`src/rtl/game_round_sequencer.sv`:
```
`default_nettype none
//------------------------------------------------------------------------------
// +--------------------------------------------------------------------------+
// | Module      : game_round_sequencer                                        |
// | Description : Round controller for a reaction game. Edge-detects the      |
// |               start button, waits READY_TICKS cycles, then counts hits    |
// |               and misses until the round is won or lost. Drives the       |
// |               countdown timer's start / miss / game_end pulses and        |
// |               consumes its game_over level.                               |
// | Revision    : 1.0  - initial release                                     |
// +--------------------------------------------------------------------------+
// Ports:
//   clock          in   system clock, rising edge
//   reset          in   asynchronous active-high reset
//   btn_start      in   start button level (already synchronised)
//   hit            in   1-cycle pulse, target hit
//   miss_in        in   1-cycle pulse, target missed
//   timer_over     in   timer block game_over level
//   timer_start    out  1-cycle pulse, first PLAY cycle
//   timer_miss     out  1-cycle pulse, one cycle after a counted miss
//   timer_game_end out  1-cycle pulse, first cycle in WIN or LOSE
//   state          out  IDLE=0 READY=1 PLAY=2 WIN=3 LOSE=4
//   score          out  hits counted this round
//   miss_count     out  misses counted this round
//   win / lose     out  round result levels, held until reset
//------------------------------------------------------------------------------
module game_round_sequencer #(
    parameter int READY_TICKS = 150000,
    parameter int TARGET_HITS = 10,
    parameter int MAX_MISSES  = 5,
    parameter int SCORE_W     = 8
) (
    input  logic               clock,
    input  logic               reset,
    input  logic               btn_start,
    input  logic               hit,
    input  logic               miss_in,
    input  logic               timer_over,
    output logic               timer_start,
    output logic               timer_miss,
    output logic               timer_game_end,
    output logic [2:0]         state,
    output logic [SCORE_W-1:0] score,
    output logic [3:0]         miss_count,
    output logic               win,
    output logic               lose
);

    localparam int                 c_RDY_W      = (READY_TICKS > 1) ? $clog2(READY_TICKS) : 1;
    localparam logic [c_RDY_W-1:0] c_READY_LOAD = c_RDY_W'(READY_TICKS - 1);
    localparam logic [SCORE_W-1:0] c_TARGET     = SCORE_W'(TARGET_HITS);
    localparam logic [3:0]         c_MAX_MISS   = 4'(MAX_MISSES);

    typedef enum logic [2:0] {
        S_IDLE  = 3'd0,
        S_READY = 3'd1,
        S_PLAY  = 3'd2,
        S_WIN   = 3'd3,
        S_LOSE  = 3'd4
    } state_t;

    state_t               state_q, state_d;
    logic                 btn_start_q;
    logic [c_RDY_W-1:0]   ready_cnt_q, ready_cnt_d;
    logic [SCORE_W-1:0]   score_q, score_d;
    logic [3:0]           miss_count_q, miss_count_d;
    logic                 win_q, win_d;
    logic                 lose_q, lose_d;
    logic                 timer_start_q, timer_start_d;
    logic                 timer_miss_q, timer_miss_d;
    logic                 timer_game_end_q, timer_game_end_d;

    logic                 w_start_edge;
    logic [SCORE_W-1:0]   w_score_inc;
    logic [3:0]           w_miss_inc;
    logic                 w_miss_limit;
    logic                 w_hit_limit;

    assign w_start_edge = btn_start & ~btn_start_q;
    assign w_score_inc  = score_q + SCORE_W'(1);
    assign w_miss_inc   = miss_count_q + 4'd1;
    // Limits are evaluated on the post-increment value so the transition
    // happens in the same cycle the deciding event is counted.
    assign w_miss_limit = miss_in && (w_miss_inc == c_MAX_MISS);
    assign w_hit_limit  = hit && (w_score_inc == c_TARGET);

    always_ff @(posedge clock or posedge reset) begin
        if (reset) begin
            state_q          <= S_IDLE;
            btn_start_q      <= 1'b0;
            ready_cnt_q      <= '0;
            score_q          <= '0;
            miss_count_q     <= '0;
            win_q            <= 1'b0;
            lose_q           <= 1'b0;
            timer_start_q    <= 1'b0;
            timer_miss_q     <= 1'b0;
            timer_game_end_q <= 1'b0;
        end else begin
            state_q          <= state_d;
            btn_start_q      <= btn_start;
            ready_cnt_q      <= ready_cnt_d;
            score_q          <= score_d;
            miss_count_q     <= miss_count_d;
            win_q            <= win_d;
            lose_q           <= lose_d;
            timer_start_q    <= timer_start_d;
            timer_miss_q     <= timer_miss_d;
            timer_game_end_q <= timer_game_end_d;
        end
    end

    always_comb begin
        state_d          = state_q;
        ready_cnt_d      = ready_cnt_q;
        score_d          = score_q;
        miss_count_d     = miss_count_q;
        win_d            = win_q;
        lose_d           = lose_q;
        timer_start_d    = 1'b0;
        timer_miss_d     = 1'b0;
        timer_game_end_d = 1'b0;

        case (state_q)
            S_IDLE: begin
                if (w_start_edge) begin
                    state_d      = S_READY;
                    ready_cnt_d  = c_READY_LOAD;
                    score_d      = '0;
                    miss_count_d = '0;
                end
            end

            S_READY: begin
                if (ready_cnt_q == '0) begin
                    state_d       = S_PLAY;
                    timer_start_d = 1'b1;
                end else begin
                    ready_cnt_d = ready_cnt_q - c_RDY_W'(1);
                end
            end

            S_PLAY: begin
                if (timer_over) begin
                    // Timer expiry wins over any same-cycle hit or miss.
                    state_d          = S_LOSE;
                    lose_d           = 1'b1;
                    timer_game_end_d = 1'b1;
                end else begin
                    if (miss_in) begin
                        miss_count_d = w_miss_inc;
                        timer_miss_d = 1'b1;
                        if (w_miss_limit) begin
                            state_d          = S_LOSE;
                            lose_d           = 1'b1;
                            timer_game_end_d = 1'b1;
                        end
                    end
                    if (hit) begin
                        score_d = w_score_inc;
                        // A loss on the same cycle takes precedence.
                        if (w_hit_limit && !w_miss_limit) begin
                            state_d          = S_WIN;
                            win_d            = 1'b1;
                            timer_game_end_d = 1'b1;
                        end
                    end
                end
            end

            S_WIN, S_LOSE: begin
                // Terminal until reset: the timer block only reloads on reset.
            end

            default: begin
                state_d      = S_IDLE;
                ready_cnt_d  = '0;
                score_d      = '0;
                miss_count_d = '0;
                win_d        = 1'b0;
                lose_d       = 1'b0;
            end
        endcase
    end

    assign state          = state_q;
    assign score          = score_q;
    assign miss_count     = miss_count_q;
    assign win            = win_q;
    assign lose           = lose_q;
    assign timer_start    = timer_start_q;
    assign timer_miss     = timer_miss_q;
    assign timer_game_end = timer_game_end_q;

endmodule
`default_nettype wire
```
`config.mk`:
```
export PLATFORM = sky130hd
export DESIGN_NAME = game_round_sequencer
export DESIGN_NICKNAME = d
export VERILOG_FILES = /design/src/rtl/game_round_sequencer.sv
export SDC_FILE = /design/constraint.sdc
export NUM_CORES = 1
export LEC_CHECK = 0
export CORE_ASPECT_RATIO = 1.25
export CORE_UTILIZATION = 47
export DETAILED_ROUTE_END_ITERATION = 16
export PLACE_DENSITY = 0.69
export SLEW_MARGIN = 20
export SYNTH_ARGS = -nofsm -noshare
export SYNTH_HDL_FRONTEND = slang
export SYNTH_SLANG_ARGS = --single-unit
```
`constraint.sdc`:
```
create_clock -name clock -period 2.2 [get_ports clock]
set_input_delay 0.44 -clock clock [delete_from_list [all_inputs] [get_ports clock]]
set_output_delay 0.44 -clock clock [all_outputs]
set_load 0.02 [all_outputs]
```
==> impl_results.md <==
- CP peak stage delay: between 0.6 and 0.7 ns
- Commonest cells post-synth: 39 x dfrtp_1, 31 x o21ai_0, 23 x nand2_1, 11 x a21oi_1, 11 x inv_1
- Final worst slack: between 0.15 and 0.2 ns
- CTS Sinks: 39
- Drt initial violations: ~130
- Setup Buffers After CTS: 0
- Antenna violations before repair: 0
- Setup Viol. Count Final: 0
- Number of buffers added on ports: 25
- DRT antenna net count: 0
- Fmax: approximately 0.49 GHz
- Worst r2r src: ready_cnt_q[14]
- Area growth, synth to finish: 22.1%
- Placeable Area: between 0.004 and 0.005 mm^2
- Peak VDD IR: 0.301 mV
- Endpoint class of the critical path: flop
- Post-layout util: 0.594
- Slew Viols, Final: 0
- First-pass detailed-route iteration total: 4
- Most common cell in the netlist: dfrtp_1
- Height of the die: around 80 um
- Worst R2R Path Depth: 6
- Register bit total from synthesis: 39
- Clock Pin Slew Worst Setup and Hold Paths: 0.08 ns
- Worst slack, placed: -0.102 ns
- Clock buffer count from CTS: 5
- Asr flop ratio synth: 1.00
- Die Wd: 64.6 um
- IO Count: 26
- Area leader, netlist: dfrtp_1
- Multi-input logic area: between 0.001 and 0.0015 mm^2
- GP Congestion: approximately 0.83
- Design area: roughly 0.0028 mm^2
- Final wirelength: approximately 5300 um
- Drt drc: 0
- Starting Density: 0.487
- Top-area cell type share of the netlist area: 0.424
- Inserted Diodes: 0
- Critical path's slowest cell: or4_1
- Vias per cell: between 5 and 6
- Worst Clk Skew: between 0.005 and 0.006 ns
- Total track usage: 0.223
- Slew HR: 0.616
- Final HPWL DP: 3770 um
- Max-cap check violation count: 0
- Via count: about 2000
- Clk_lat worst skew: 0.29 ns
- Critical Path Start Type: flop
- Syn nets: 256
- CTS Buffer Depth: 2
- Nets: between 200 and 300
- GRT overflow: 0
- CTS tree: done
- CTS resizes: 0
- Post-synth EDFFs: 0
- Layout cell share with drive strength beyond 1: 0.140
- Drt wl/cell: ~15 um
- Critical Path Start: ready_cnt_q[14]
- Crit path cell chain: or4_1, nor3_2, a21o_4, buf_4, o21bai_1, o2bb2ai_1
- Largest net degree at the start of global routing: 37
- Cell count after synthesis: 245
- Final hold viol count: 0
- DIE AREA: about 0.0052 mm^2
- Leak Pwr: approximately 0.0012 uW
- First-pass GRT wire length: a little under 9000 um
- Register area: around 1000 um^2
- Clock Root Buffer: clkbuf_8
- Arr. time, crit path: between 2 and 2.5 ns
- Class of the worst hold path: in2async
- Synth cell types: 56
- Fillers: 452
- Number of H-tree levels: 2
- Avg Inst Size Synth: about 9.4 um^2
- Status: finished, final reports clean
- Area after DPL: 0.00271 mm^2
- Crit path max fanout: 9
- Cell Rows: 28
- Synth Flop Type: dfrtp_1
- Measured slew at the worst slew-check pin: about 0.58 ns
- Reg2reg setup slack: 0.16 ns
- Post-CTS Hold Fix Bufs: 0
- CP Data Required Time: ~2.4 ns
- Reg2reg end: ready_cnt_q[14]
- Sequential share of the synthesized area: 0.424
- Minimum clock period: ~2 ns
- Crit Path Class: reg2reg
- Critical Path End: ready_cnt_q[14]
- WHS: between 0.3 and 0.4 ns
- Vias in the first global route: ~1900
- Syn. warnings: 0
- Period utilization: 0.926
- PwrDens: roughly 790 mW/mm^2
- Ranking of synthesized cells by area: dfrtp_1 42%, o21ai_0 6.7%, nand2_1 3.8%
- Cell area after synthesis: ~0.0023 mm^2
- RSZ-0062 raised after global routing: false
## routing by layer
| metal | up-vias | global-route usage | wire (um) |
|---|---|---|---|
| met5 | - | 0 | 0 |
| met4 | 0 | 0.0933 | 114 |
| met3 | 13 | 0.0483 | 150 |
| met2 | 37 | 0.379 | 2590 |
| met1 | 981 | 0.271 | 2410 |
| li1 | 991 | - | - |
## worst max-delay path, delay by kind of cell (launching register included)
kind,cells,cell delay (ns)
simple gates,2,0.90
compound gates,3,0.46
flops,1,0.43
buf+inv,1,0.15
## report_power, final
| group | internal, uW | total (uW) | switching, uW |
|---|---|---|---|
| Sequential | 851 | 1030 | 182 |
| Clock | 286 | 538 | 251 |
| Combinational | 312 | 653 | 341 |
## cell type report
class	count	area share
Timing Repair Buffer	42	0.143
Tap cell	60	0.0267
Inverter	11	0.0147
Clock buffer	8	0.0356
Multi-Input combinational cell	185	0.432
Sequential cell	39	0.347
## kinds of logic (layout without fill, tap and decap cells)
logic type | count (synthesis) | after routing | synth area share
buffers and inverters | 21 | 61 | 0.0478
AOI/OAI and AO/OA | 88 | 88 | 0.257
DFF | 39 | 39 | 0.424
and+or+nand+nor | 87 | 87 | 0.225
adders and majority gates | 5 | 5 | 0.0272
xor gates and xnor gates | 5 | 5 | 0.0190
## layout by cell type (no fill, tap or decap), drive strengths merged, types with 7 or more instances in the layout
cell / Yosys / layout
buf: 4 / 17
nor3: 7 / 7
dfrtp: 39 / 39
nand3: 7 / 7
nor2: 10 / 10
nand2: 23 / 23
or3: 7 / 7
a21oi: 12 / 12
clkdlybuf4s50: 0 / 25
inv: 11 / 11
o21ai: 32 / 32
o31ai: 8 / 8
clkbuf: 6 / 8
## flip-flops by register name, indices dropped and copies added, names as in the netlist
register        cells
ready_cnt_q        18
timer_miss          1
miss_count          4
state               3
timer_game_end      1
btn_start_q         1
timer_start         1
lose                1
score               8
win                 1
## metrics by stage
step           total power, uW  std cells  TNS, ns
4_1_cts                   2240        345        0
6_report                  2220        345        0
2_1_floorplan             1490        245        0
3_3_place_gp              1680        337  -0.0716
3_5_place_dp              1700        337   -0.166
5_1_grt                   2380        345        0
## how the worst min path moves through the flow
stage,end,slack (ns),cells past startpoint
floorplan,btn_start_q,0.47,0
global placement,win,0.48,2
detailed placement,win,0.48,2
CTS,timer_miss,0.35,2
global route,miss_count[0],0.36,2
finish,miss_count[1],0.35,2
No activity file was read; power rests on OpenSTA's default activity.
